==> config.mk <==
export PLATFORM = sky130hd
export DESIGN_NAME = mem_lsu
export DESIGN_NICKNAME = d
export VERILOG_FILES = /design/src/rtl/mem_lsu.sv
export SDC_FILE = /design/constraint.sdc
export NUM_CORES = 1
export LEC_CHECK = 0
export ABC_CLOCK_PERIOD_IN_PS = 5200
export CAP_MARGIN = 10
export CORE_AREA = 3 3 117 119
export DETAILED_ROUTE_END_ITERATION = 8
export DIE_AREA = 0 0 120 122
export GPL_ROUTABILITY_DRIVEN = 0
export GPL_TIMING_DRIVEN = 0
export PLACE_DENSITY_LB_ADDON = 0.05
export SKIP_CTS_REPAIR_TIMING = 1
export SYNTH_ARGS = -nofsm -noshare
export SYNTH_HDL_FRONTEND = slang
export SYNTH_SLANG_ARGS = --single-unit
==> constraint.sdc <==
create_clock -name clk -period 5.2 [get_ports clk]
set_input_delay 1.04 -clock clk [delete_from_list [all_inputs] [get_ports clk]]
set_output_delay 1.04 -clock clk [all_outputs]
set_load 0.1 [all_outputs]
==> src/rtl/mem_lsu.sv <==
// ---------------------------------------------------------------------------
// mem_lsu : RV32E load/store unit for a big-endian, byte-addressable data RAM
// Revision: 1.0
// ---------------------------------------------------------------------------
`default_nettype none

module mem_lsu #(
  parameter int unsigned MEM_BYTES = 512
) (
  input  logic        clk,
  input  logic        rst,
  input  logic        req_valid,
  output logic        req_ready,
  input  logic        req_we,
  input  logic [2:0]  req_funct3,
  input  logic [31:0] req_addr,
  input  logic [31:0] req_wdata,
  output logic        resp_valid,
  output logic [31:0] resp_rdata,
  output logic        resp_err,
  output logic [31:0] mem_addr,
  output logic [31:0] mem_wdata,
  output logic        mem_write,
  input  logic [31:0] mem_rdata
);

  localparam logic [32:0] c_mem_limit = 33'(MEM_BYTES);

  typedef enum logic [2:0] {
    IDLE   = 3'd0,
    RD     = 3'd1,
    WSETUP = 3'd2,
    WPULSE = 3'd3,
    RESP   = 3'd4
  } state_e;

  state_e      state_q, state_d;
  logic [2:0]  f3_q, f3_d;
  logic        we_q, we_d;
  logic [15:0] wdata_q, wdata_d;
  logic [31:0] mem_addr_q, mem_addr_d;
  logic [31:0] mem_wdata_q, mem_wdata_d;
  logic        mem_write_q, mem_write_d;
  logic        resp_valid_q, resp_valid_d;
  logic [31:0] resp_rdata_q, resp_rdata_d;
  logic        resp_err_q, resp_err_d;

  logic [2:0]  w_size;
  logic        w_illegal;
  logic        w_misalign;
  logic        w_oor;
  logic        w_req_err;
  logic [31:0] w_load_ext;

  // Request checks; 33-bit sum so wrap past 2^32 reads as out of range.
  always_comb begin
    w_size = 3'd0;
    case (req_funct3[1:0])
      2'b00:   w_size = 3'd1;
      2'b01:   w_size = 3'd2;
      2'b10:   w_size = 3'd4;
      default: w_size = 3'd0;
    endcase
    w_illegal  = (req_funct3[1:0] == 2'b11) ||
                 (req_we ? req_funct3[2] : (req_funct3[2] & req_funct3[1]));
    w_misalign = ((req_funct3[1:0] == 2'b01) && req_addr[0]) ||
                 ((req_funct3[1:0] == 2'b10) && (req_addr[1:0] != 2'b00));
    w_oor      = ({1'b0, req_addr} + {30'd0, w_size}) > c_mem_limit;
    w_req_err  = w_illegal | w_misalign | w_oor;
  end

  // Addressed byte always arrives in [31:24].
  always_comb begin
    case (f3_q)
      3'b000:  w_load_ext = {{24{mem_rdata[31]}}, mem_rdata[31:24]};
      3'b001:  w_load_ext = {{16{mem_rdata[31]}}, mem_rdata[31:16]};
      3'b100:  w_load_ext = {24'd0, mem_rdata[31:24]};
      3'b101:  w_load_ext = {16'd0, mem_rdata[31:16]};
      default: w_load_ext = mem_rdata;
    endcase
  end

  always_comb begin
    state_d      = state_q;
    f3_d         = f3_q;
    we_d         = we_q;
    wdata_d      = wdata_q;
    mem_addr_d   = mem_addr_q;
    mem_wdata_d  = mem_wdata_q;
    mem_write_d  = 1'b0;
    resp_valid_d = 1'b0;
    resp_rdata_d = 32'd0;
    resp_err_d   = 1'b0;
    case (state_q)
      IDLE: begin
        if (req_valid) begin
          f3_d    = req_funct3;
          we_d    = req_we;
          wdata_d = req_wdata[15:0];
          if (w_req_err) begin
            state_d      = RESP;
            resp_valid_d = 1'b1;
            resp_err_d   = 1'b1;
          end else begin
            mem_addr_d = req_addr;
            if (req_we && (req_funct3 == 3'b010)) begin
              state_d     = WSETUP;
              mem_wdata_d = req_wdata;
            end else begin
              state_d = RD;
            end
          end
        end
      end
      RD: begin
        if (we_q) begin
          state_d     = WSETUP;
          mem_wdata_d = f3_q[0] ? {wdata_q[15:0], mem_rdata[15:0]}
                                : {wdata_q[7:0], mem_rdata[23:0]};
        end else begin
          state_d      = RESP;
          resp_valid_d = 1'b1;
          resp_rdata_d = w_load_ext;
        end
      end
      WSETUP: begin
        state_d     = WPULSE;
        mem_write_d = 1'b1;
      end
      WPULSE: begin
        state_d      = RESP;
        resp_valid_d = 1'b1;
      end
      RESP:    state_d = IDLE;
      default: state_d = IDLE;
    endcase
  end

  always_ff @(posedge clk) begin
    if (rst) begin
      state_q      <= IDLE;
      f3_q         <= 3'd0;
      we_q         <= 1'b0;
      wdata_q      <= 16'd0;
      mem_addr_q   <= 32'd0;
      mem_wdata_q  <= 32'd0;
      mem_write_q  <= 1'b0;
      resp_valid_q <= 1'b0;
      resp_rdata_q <= 32'd0;
      resp_err_q   <= 1'b0;
    end else begin
      state_q      <= state_d;
      f3_q         <= f3_d;
      we_q         <= we_d;
      wdata_q      <= wdata_d;
      mem_addr_q   <= mem_addr_d;
      mem_wdata_q  <= mem_wdata_d;
      mem_write_q  <= mem_write_d;
      resp_valid_q <= resp_valid_d;
      resp_rdata_q <= resp_rdata_d;
      resp_err_q   <= resp_err_d;
    end
  end

  assign req_ready  = (state_q == IDLE);
  assign resp_valid = resp_valid_q;
  assign resp_rdata = resp_rdata_q;
  assign resp_err   = resp_err_q;
  assign mem_addr   = mem_addr_q;
  assign mem_wdata  = mem_wdata_q;
  assign mem_write  = mem_write_q;

endmodule

`default_nettype wire

# Yosys cells after proc, flatten, opt, wreduce, memory -nomap -nowiden
# Index checks and enable logic that the tools add are counted.
# totals
ff_bits	122
in_bits	103
# classes
n_addsub	1
order_cmp	1
eq_ne	14
muxes	19
n_bitwise	6
reduce_logical	15
# ops
cell	n
$mux 32	5
$pmux 32 s4	1
$pmux 32 s2	1
$add 32x3->33	1
$gt 33x10->1 const B	1
$pmux 3 s4	1
$eq 3x2->1 const B	3
$mux 3	3
$pmux 3 s3	1
$eq 3x1->1 const B	2
$eq 3x3->1 const B	2
$logic_not 3->1	2
$ne 2x2->1 const B	3
$mux 1	5
$reduce_and 5->1	1
$eq 2x2->1 const B	2
$reduce_bool 2->1	2
$logic_and 1x1->1	3
$not 1->1	3
$pmux 1 s3	1
$reduce_and 3->1	1
$reduce_or 3->1	1
$eq 2x1->1 const B	1
$logic_not 2->1	1
7 further kinds	9

# Logic depth before layout (Yosys ltp)
# Gate-level depths: netlist of the first run.
# depth
word_depth	8
depth_mapped	14
ltp_nobuf	11

# Worst setup path after synthesis of the first run
# OpenSTA, ideal clock, no wires.
# synth_timing
path_type	input to register
start	in req_funct3[0]
end	reg mem_wdata_q[10] (netlist: mem_wdata[10])
setup_time_ns	0.121
t_arrival_ns	4.167
required_time_ns	5.079
setup_slack_ns	0.912
stages	14
path_buffers	3
cell_sequence	nor2_1 ha_1 fa_1 a21oi_4 nor4b_2 o211ai_1 a2111oi_2 a21oi_1 or4_1 clkbuf_1 o31a_1 buf_6 buf_6 mux2_4
# synth_via
elab_chain_len	7
# synth_lines
element	line	source
from (decl)	15	input logic [2:0] req_funct3,
$eq 2x2->1 (tied with other cells)	58, 67	
$pmux 3 s3 (tied with other cells)	58	case (req_funct3[1:0])
$add 32x3->33 / $logic_or 1x1->1 (equally long branches)	68, 66	
$gt 33x10->1 / $or 1x1->1 (equally long branches)	68, 69	
$or 1x1->1	69	w_req_err = w_illegal | w_misalign | w_oor;
$ne 2x2->1 (no source line)	n/a	
$reduce_and 5->1 (no source line) *	n/a	
to (signal assigned)	157	mem_wdata_q <= mem_wdata_d;
to (decl)	42	logic [31:0] mem_wdata_q, mem_wdata_d;
# Every way passes the cells marked *; elsewhere a longest branch is shown, timed or not.
# A chain may end at the register's enable or synchronous reset.

# Worst setup path in the final report of the first run
# layout_timing
start	in req_funct3[0]
end	reg mem_wdata_q[7] (netlist: mem_wdata[7])
# The elaborated chain is that of the path after synthesis.

==> results of run 1 <==
-- final cells by class --
cell class / count / share of cell area
flip-flops and latches: 122 / 0.283
well taps: 172 / 0.0250
inverters: 7 / 0.00305
clock buffers: 18 / 0.0509
repair buffers: 198 / 0.230
clock inverters: 14 / 0.0184
plain buffers: 48 / 0.0241
multi-input cells: 485 / 0.365
-- flip-flops by register name, summed over array words and instances, names as in the netlist, 3 cells and up --
signal	count
mem_addr	32
mem_wdata	32
resp_rdata	32
wdata_q	16
f3_q	3
state_q	3
-- layer usage --
| layer | global-route usage | vias up | wire, microns |
|---|---|---|---|
| met5 | 0 | - | 0 |
| met4 | 0.104 | 0 | 562 |
| met3 | 0.0761 | 37 | 1600 |
| met2 | 0.428 | 254 | 8810 |
| met1 | 0.294 | 2627 | 7410 |
| li1 | - | 2768 | - |
-- power groups by stage --
stage | registers (mW) | clock network, mW | logic (mW)
after floorplan | 0.979 | 0 | 0.126
after global placement | 0.974 | 0 | 0.270
after detailed placement | 0.974 | 0 | 0.274
after CTS | 0.954 | 1.20 | 0.276
after global routing | 0.955 | 1.25 | 0.301
final | 0.954 | 1.19 | 0.279
-- per-stage QoR --
stage               setup WS, ps  utilization  instance area [sq um]  TNS [ps]
global route                 132        0.681                   8620         0
finish                       343        0.681                   8620         0
global placement            19.8        0.633                   8030         0
CTS                          377        0.681                   8620         0
floorplan                    912            -                   5830         0
detailed placement         -38.2        0.633                   8030      -413
-- worst max path at each step --
| stage | end | slack (ps) | depth (start not counted) |
|---|---|---|---|
| detailed placement | mem_wdata[5] | -40 | 15 |
| finish | mem_wdata[7] | 340 | 15 |
| global route | mem_wdata[5] | 130 | 15 |
| global placement | mem_wdata[7] | 20 | 15 |
| CTS | mem_wdata[5] | 380 | 15 |
| floorplan | mem_wdata[10] | 910 | 14 |
-- synth_stat cells, types with 4 or more instances --
cell type | instances | area [sq um]
a211o_1 | 17 | 149
a21oi_1 | 68 | 340
a22oi_1 | 7 | 52.6
and2_1 | 24 | 150
and3_1 | 4 | 25.0
clkbuf_1 | 40 | 150
dfxtp_1 | 122 | 2440
inv_1 | 7 | 26.3
mux2_4 | 14 | 210
mux2i_1 | 57 | 571
nand2_1 | 67 | 251
nand2b_1 | 16 | 100
nand3_1 | 20 | 100
nand4_1 | 7 | 43.8
nor2_1 | 63 | 236
nor2b_1 | 21 | 131
nor3_1 | 15 | 75.1
nor3b_1 | 4 | 30.0
nor4_1 | 5 | 31.3
o21ai_0 | 17 | 85.1
or3_1 | 4 | 25.0
xnor2_1 | 4 | 35.0
xor2_1 | 5 | 43.8
-- worst min-delay path: stages, from the launching register on --
cell	delay (ps)
dfxtp_1	300
nand2_1	50
a21oi_1	50
-- placed cells by master (no fill, tap or decap), drive strengths merged, types with 18 or more instances in the layout --
cell / n
a21oi: 69
and2: 24
clkbuf: 59
clkdlybuf4s50: 198
dfxtp: 122
mux2i: 57
nand2: 67
nand3: 21
nor2: 63
nor2b: 21
o21ai: 18
-- cell families (layout without fill, tap and decap cells) --
group,after synthesis,after routing
xor gates and xnor gates,9,9
buffers and inverters,55,285
adders and majority gates,4,4
AOI/OAI and AO/OA,133,133
DFF,122,122
muxes,74,74
and+or+nand+nor,265,265
==> metrics.txt, run 1 <==
Tmin final 4860 ps; largest family of logic cells by synthesized area simple AND/OR/NAND/NOR gates; Routed WL 18400 microns; GRT Total Usage 0.251; min-delay worst type reg2reg; Congestion Overflow GR 0; Longest Clk Path Bufs 2; Reg clk slew, reported paths 50 ps; switching pwr 621 uW; post-synthesis simple-gate area fraction 0.235; Starting Density 0.460; Main synth FF type dfxtp_1; Avg Synthesized Cell Area 8.80 sq um; # nets final 986; share of layout cells above drive strength 1 0.0729; crit-path cells clkdlybuf4s50_1, nor2_1, ha_1, fa_1, a21oi_4, nor4b_2, o211ai_1, a2111oi_2, a21oi_1, or4_1, clkbuf_1, o31a_1, buf_6, buf_6, mux2_4; synthesized-area fraction occupied by adder cells 0.00988; post-synthesis cell count 662; row cnt 41; R2R depth 5; slowest cell delay on critical path 610 ps; power density cells 281 mW/mm^2; period utilisation layout 0.934; CTS Root Cell clkbuf_16; initial antenna violation count 0; fraction of synthesized cell area in xor and xnor cells 0.0135; Slowest-stage cell, CP clkdlybuf4s50_1; core area 0.0127 sq mm; CTS tree done; vias in the first global route 5751; worst slew pin tran 1030 ps; Tot Pwr 2.42 mW; CP Launch Point req_funct3[0]; largest net degree at the start of global routing 17; library cells used by synthesis 61; Post-DP HPWL 14100 microns; Post-synth ARST share 0; Num CTS Buffers 17; Register Area 0.00244 sq mm; Critical Path Start Type input port; cell family with most CP delay compound AO/OA/AOI/OAI gates; Min-Delay Endpoint wdata_q[11]; Seq/Total Area, Yosys 0.419; most used cell, CP buf_6; reg2reg end mem_wdata[29]; # port buffers 198; Cells after DPL 1032; share of total power in the clock network 0.491; clk_skew 13.0 ps; DR vias 5686; Hold Path Origin wdata_q[11]; Synth warnings 0; Ant. Diodes 0; 1st-iter DRT viols 375; CP bufs+invs 4; CP Capture Type register; max-slew violations 0; Slew HR 0.309; die height 122 microns; r2r startpoint state_q[0]; DR WL/cell 17.3 microns; CTS sink count 122; I/O Pins 203; Multi-input gate area 0.00315 sq mm; mux contribution to synthesized area 0.140; hold path depth 2; Syn Nets 769; sequential share of power 0.394; R2R Setup Slk 2700 ps; DRC Markers 0; MaxCap Viol Count 0; fmax 206 MHz; Post-Synthesis Cell Area 0.00583 sq mm; endpoints failing setup 0; Final Hold Fails 0; clk_lat worst skew 430 ps; RSZ-0062 raised after global routing no; Net Sw Frac 0.256; Layout area overhead 48.0%; critical path fanouts, max 10; die width 120 microns; DR vias/cell 5.34; CTS H-tree depth 4; Internal 1.80 mW; Pre-antenna DRT Iters 5; Crit Path Class in2reg; power share of the combinational group 0.115; Non-Filler Instances 1064; leakage 3.23 nW; # fillers 1021; Final ANT Viol Nets 0; WP data arrival 5160 ps; Synth Area in Compound Gates 0.143; hold slack 456 ps; status complete, no violations; EDFF count, synth 0; Req. time, crit path 5500 ps; first-pass GRT wire length 28900 microns; Seq cells post-synth 122; DIE AREA 0.0146 sq mm; VDD IR-drop max 0.194 mV
Note: power is estimated with default switching activity, not from simulation.
==> run 2, diff against run 1 <==
==> config.mk (replaced) <==
export PLATFORM = sky130hd
export DESIGN_NAME = mem_lsu
export DESIGN_NICKNAME = d
export VERILOG_FILES = /design/src/rtl/mem_lsu.sv
export SDC_FILE = /design/constraint.sdc
export NUM_CORES = 1
export LEC_CHECK = 0
export ABC_CLOCK_PERIOD_IN_PS = 4400
export CAP_MARGIN = 10
export CORE_AREA = 3 3 124 126
export DETAILED_ROUTE_END_ITERATION = 8
export DIE_AREA = 0 0 127 129
export GPL_ROUTABILITY_DRIVEN = 0
export GPL_TIMING_DRIVEN = 0
export PLACE_DENSITY_LB_ADDON = 0.05
export SKIP_CTS_REPAIR_TIMING = 1
export SLEW_MARGIN = 40
export SYNTH_ARGS = -nofsm -noshare
export SYNTH_HDL_FRONTEND = slang
export SYNTH_SLANG_ARGS = --single-unit
==> constraint.sdc (replaced) <==
create_clock -name clk -period 4.4 [get_ports clk]
set_input_delay 0.88 -clock clk [delete_from_list [all_inputs] [get_ports clk]]
set_output_delay 0.88 -clock clk [all_outputs]
set_load 0.1 [all_outputs]
==> run 2 against run 1 <==
  * Sequential power increased by 18%
  * Cell count is 1.1% higher
  * Non-clock buffer count did not move
  * Wire length rose by 0.94%
  * Utilization decreased by 12 points
==> metrics.txt, run 2 (same netlist as run 1, synthesis figures left out) <==
slowest cell delay on critical path 570 ps (was 610 ps); pre-CTS setup slack -728 ps (was -38.2 ps); CTS Root Cell clkbuf_16 (unchanged); Congestion Overflow GR 0 (unchanged); initial antenna violation count 0 (unchanged); vias in the first global route 5582 (was 5751); CP bufs+invs 3 (was 4); clk_skew 8.88 ps (was 13.0 ps); power density cells 346 mW/mm^2 (was 281 mW/mm^2); VDD IR-drop max 0.266 mV (was 0.194 mV); share of total power in the clock network 0.484 (was 0.491); die height 129 microns (was 122 microns); CTS tree done (unchanged); Crit path depth 13 (was 15); Cells after DPL 1044 (was 1032); Slew HR 0.525 (was 0.309); 1st-iter DRT viols 336 (was 375); Reg clk slew, reported paths 70 ps (was 50 ps); row cnt 44 (was 41); DRC Markers 0 (unchanged); RSZ-0062 raised after global routing no (unchanged); clk_lat worst skew 420 ps (was 430 ps); Final Hold Fails 0 (unchanged); most used cell, CP buf_6 (unchanged); hold slack 456 ps (about the same); Post-DP HPWL 14400 microns (was 14100 microns); CP Capture Type register (unchanged); Final Worst Setup Slack 132 ps (was 343 ps); leakage 3.48 nW (was 3.23 nW); fin area 0.00815 sq mm (was 0.00862 sq mm); Routed WL 18600 microns (was 18400 microns); die width 127 microns (was 120 microns); DR vias 5687 (was 5686); # port buffers 198 (unchanged); GRT Total Usage 0.224 (was 0.251); Longest Clk Path Bufs 2 (unchanged); cell family with most CP delay compound AO/OA/AOI/OAI gates (unchanged); crit-path cells clkdlybuf4s50_1, ha_2, fa_2, a21oi_4, nor4b_2, o211ai_1, a2111oi_2, a21oi_1, or4_4, o31a_1, buf_6, buf_6, mux2_4 (was clkdlybuf4s50_1, nor2_1, ha_1, fa_1, a21oi_4, nor4b_2, o211ai_1, a2111oi_2, a21oi_1, or4_1, clkbuf_1, o31a_1, buf_6, buf_6, mux2_4); Num CTS Buffers 17 (unchanged); CTS H-tree depth 4 (unchanged); WP data arrival 4570 ps (was 5160 ps); utilization after layout 0.565 (was 0.681); Net Sw Frac 0.280 (was 0.256); min-delay worst type reg2reg (unchanged); I/O Pins 203 (unchanged); fmax 234 MHz; Slowest-stage cell, CP or4_4 (was clkdlybuf4s50_1); Tmin final 4270 ps; hold path depth 1 (was 2); Internal 2.03 mW (was 1.80 mW); most frequent cells in the layout dfxtp_1, buf_2, clkdlybuf4s50_1 (was clkdlybuf4s50_1, dfxtp_1, a21oi_1); core area 0.0144 sq mm (was 0.0127 sq mm); DR WL/cell 17.2 microns (was 17.3 microns); Crit Path Class in2reg (unchanged); power share of the combinational group 0.117 (was 0.115); Ant. Diodes 0 (unchanged); dpl cell area 0.00754 sq mm (was 0.00803 sq mm); critical path fanouts, max 10 (unchanged); DR vias/cell 5.29 (was 5.34); status complete, no violations (unchanged); DIE AREA 0.0164 sq mm (was 0.0146 sq mm); Final ANT Viol Nets 0 (unchanged); Critical Path Start Type input port (unchanged); endpoints failing setup 0 (unchanged); period utilisation layout 0.970; MaxCap Viol Count 0 (unchanged); Starting Density 0.404 (was 0.460); sequential share of power 0.399 (was 0.394); Non-Filler Instances 1076 (was 1064); commonest non-fill, non-tap cell in the layout dfxtp_1 (was clkdlybuf4s50_1); worst slew pin tran 713 ps (was 1030 ps); switching pwr 791 uW (was 621 uW); Req. time, crit path 4710 ps (was 5500 ps); # nets final 986 (unchanged); first-pass GRT wire length 28800 microns (was 28900 microns); CTS sink count 122 (unchanged); share of layout cells above drive strength 1 0.189 (was 0.0729); Layout area overhead 39.8% (was 48.0%); total negative setup slack 0 ps (unchanged); largest net degree at the start of global routing 17 (unchanged); R2R Setup Slk 1890 ps (was 2700 ps); Tot Pwr 2.82 mW (was 2.42 mW); max-slew violations 0 (unchanged); R2R depth 5 (unchanged); Pre-antenna DRT Iters 8 (was 5)
[run 2: cell types whose count changed in the layout (fill, tap and decap cells not counted), moves of 2 or more]
cell	change
clkinv_8	+2
inv_8	+6
clkinvlp_4	-4
bufinv_16	-2
dlymetal6s2s_1	+2
clkdlybuf4s50_1	-102
buf_2	+100
[run 2: area by class of cell]
| type | instances | area [sq um] |
|---|---|---|
| plain buffers | 47 | 204 |
| clock buffers | 17 | 425 |
| clock inverters | 15 | 164 |
| fillers | 1357 | 6280 |
| inverters | 7 | 26.3 |
| multi-input cells | 485 | 3160 |
| flip-flops and latches | 122 | 2440 |
| well taps | 184 | 230 |
| repair buffers | 199 | 1490 |
[run 2: power groups by stage]
stage	logic (mW)	registers, mW	clock network (mW)
after global routing	0.357	1.13	1.45
final	0.329	1.13	1.37
after CTS	0.326	1.13	1.39
after floorplan	0.149	1.16	0
after detailed placement	0.324	1.15	0
after global placement	0.321	1.15	0
[run 2: worst paths after layout]
kind                                    from             to
worst max register to register    state_q[0]  mem_wdata[26]
worst min register to register  mem_addr[30]   mem_addr[30]
worst max-delay path             req_addr[0]   mem_wdata[7]
worst min-delay path            mem_addr[30]   mem_addr[30]
[run 2: routing by layer]
layer  part of all wire  global-route usage  up-vias
li1                   -                   -     2770
met1               0.41               0.275     2657
met2               0.48               0.380      231
met3              0.083              0.0643       29
met4              0.018              0.0713        0
met5                  0                   0        -
==> run 3, diff against run 2 <==
==> constraint.sdc (replaced) <==
create_clock -name clk -period 4.4 [get_ports clk]
set_input_delay 1.32 -clock clk [delete_from_list [all_inputs] [get_ports clk]]
set_output_delay 1.32 -clock clk [all_outputs]
set_load 0.1 [all_outputs]
==> run 3 against run 2 <==
  * Die area did not move
  * Clock-buffer cell count grew 1
  * Power is 1.4% higher
  * Non-clock buffer count up 8
  * Clock power hardly changed
  * Utilization is 1.1 points higher
  * Register-to-register slack worse by 40 ps
  * Critical path type unchanged
  * Critical endpoint is now mem_wdata[14]
==> metrics.txt, run 3 (same netlist as run 1, synthesis figures left out) <==
power share of the combinational group 0.119 (was 0.117); switching pwr 729 uW (was 791 uW); DR vias/cell 5.21 (was 5.29); r2r startpoint state_q[0] (unchanged); R2R Setup Slk 1850 ps (was 1890 ps); period utilisation layout 0.983 (was 0.970); GRT Total Usage 0.221 (was 0.224); MaxCap Viol Count 0 (unchanged); largest net degree at the start of global routing 17 (unchanged); die height 129 microns (unchanged); Longest Clk Path Bufs 2 (unchanged); critical path fanouts, max 10 (unchanged); hold path depth 1 (unchanged); Routed WL 18700 microns (was 18600 microns); CTS H-tree depth 4 (unchanged); Congestion Overflow GR 0 (unchanged); most frequent cells in the layout dfxtp_1, buf_2, clkdlybuf4s50_1 (unchanged); DRC Markers 0 (unchanged); Slew HR 0.507 (was 0.525); # nets final 994 (was 986); min-delay worst type reg2reg (unchanged); I/O Pins 203 (unchanged); WP data arrival 4630 ps (was 4570 ps); share of layout cells above drive strength 1 0.206 (was 0.189); endpoints failing setup 0 (unchanged); hold slack 450 ps (was 456 ps); Layout area overhead 42.5% (was 39.8%); worst slew pin tran 738 ps (was 713 ps); Post-DP HPWL 14300 microns (was 14400 microns); max-slew violations 0 (unchanged); leakage 3.55 nW (was 3.48 nW); 1st-iter DRT viols 370 (was 336); # port buffers 198 (unchanged); Min-Delay Endpoint mem_addr[28] (was mem_addr[30]); fin area 0.00831 sq mm (was 0.00815 sq mm); status complete, no violations (unchanged); Non-Filler Instances 1085 (was 1076); CP Capture Type register (unchanged); Net Sw Frac 0.255 (was 0.280); CTS Root Cell clkbuf_16 (unchanged); Crit Path Class in2reg (unchanged); total negative setup slack 0 ps (unchanged); Cells after DPL 1044 (unchanged); R2R depth 5 (unchanged); Req. time, crit path 4710 ps (about the same); core area 0.0144 sq mm (unchanged); VDD IR-drop max 0.268 mV (was 0.266 mV); row cnt 44 (unchanged); CTS sink count 122 (unchanged); DIE AREA 0.0164 sq mm (unchanged); sequential share of power 0.394 (was 0.399); Internal 2.13 mW (was 2.03 mW); Tmin final 4320 ps (was 4270 ps); Num CTS Buffers 17 (unchanged); power density cells 344 mW/mm^2 (was 346 mW/mm^2); initial antenna violation count 0 (unchanged); clk_skew 8.56 ps (was 8.88 ps); Reg clk slew, reported paths 60 ps (was 70 ps); Hold Path Origin mem_addr[28] (was mem_addr[30]); share of total power in the clock network 0.487 (was 0.484); Starting Density 0.404 (unchanged); Pre-antenna DRT Iters 6 (was 8); CTS tree done (unchanged); reg2reg end resp_rdata[23] (was mem_wdata[26]); commonest non-fill, non-tap cell in the layout dfxtp_1 (unchanged); DR vias 5648 (was 5687); vias in the first global route 5414 (was 5582); first-pass GRT wire length 28300 microns (was 28800 microns); Final Hold Fails 0 (unchanged); fmax 231 MHz (was 234 MHz); dpl cell area 0.00755 sq mm (was 0.00754 sq mm); clk_lat worst skew 420 ps (about the same); Critical Path Start Type input port (unchanged); DR WL/cell 17.2 microns (about the same); Final ANT Viol Nets 0 (unchanged); Tot Pwr 2.86 mW (was 2.82 mW); die width 127 microns (unchanged)
## run 3: layer usage
| metal | share of wire | wire length (microns) | track usage |
|---|---|---|---|
| met3 | 0.081 | 1520 | 0.0706 |
| met4 | 0.021 | 394 | 0.0700 |
| met1 | 0.42 | 7830 | 0.274 |
| met5 | 0 | 0 | 0 |
| met2 | 0.48 | 8960 | 0.365 |
## run 3: worst max-delay path: stages
cell and delay [ps]:
clkbuf_2 120, ha_2 210, fa_2 390, a21oi_4 180, nor4b_4 210, o211ai_1 140
a2111oi_2 390, a21oi_1 140, or4_1 540, buf_6 140, o31a_1 250, buf_6 150
buf_8 150, mux2_4 290
## run 3: power groups by stage
stage / Clock, mW / Combinational, mW / Sequential [mW]
CTS: 1.42 / 0.327 / 1.13
finish: 1.39 / 0.339 / 1.13
global route: 1.47 / 0.367 / 1.13
global placement: 0 / 0.323 / 1.15
floorplan: 0 / 0.150 / 1.16
detailed placement: 0 / 0.325 / 1.15
## run 3: through the flow
stage	setup WS [ps]	util
2_1_floorplan	54.0	-
3_3_place_gp	-843	0.558
3_5_place_dp	-850	0.524
4_1_cts	-414	0.565
5_1_grt	-16.8	0.576
6_report	76.0	0.576
## run 3: worst max-delay path by stage
stage	startpoint	to	slack, ps	cells past startpoint
after CTS	req_funct3[0]	mem_wdata[7]	-410	15
after floorplan	req_funct3[0]	mem_wdata[10]	50	14
final	req_addr[0]	mem_wdata[14]	80	14
after global placement	req_funct3[0]	mem_wdata[7]	-840	15
after detailed placement	req_funct3[0]	mem_wdata[7]	-850	15
after global routing	req_funct3[0]	mem_wdata[12]	-20	15
## run 3: cell type report
cell class              count  area, sq um
repair buffers            206         1560
flip-flops and latches    122         2440
fillers                  1355         6120
clock buffers              18          439
inverters                   7         26.3
well taps                 184          230
clock inverters            14          160
plain buffers              48          228
diodes                      1         2.50
multi-input cells         485         3220
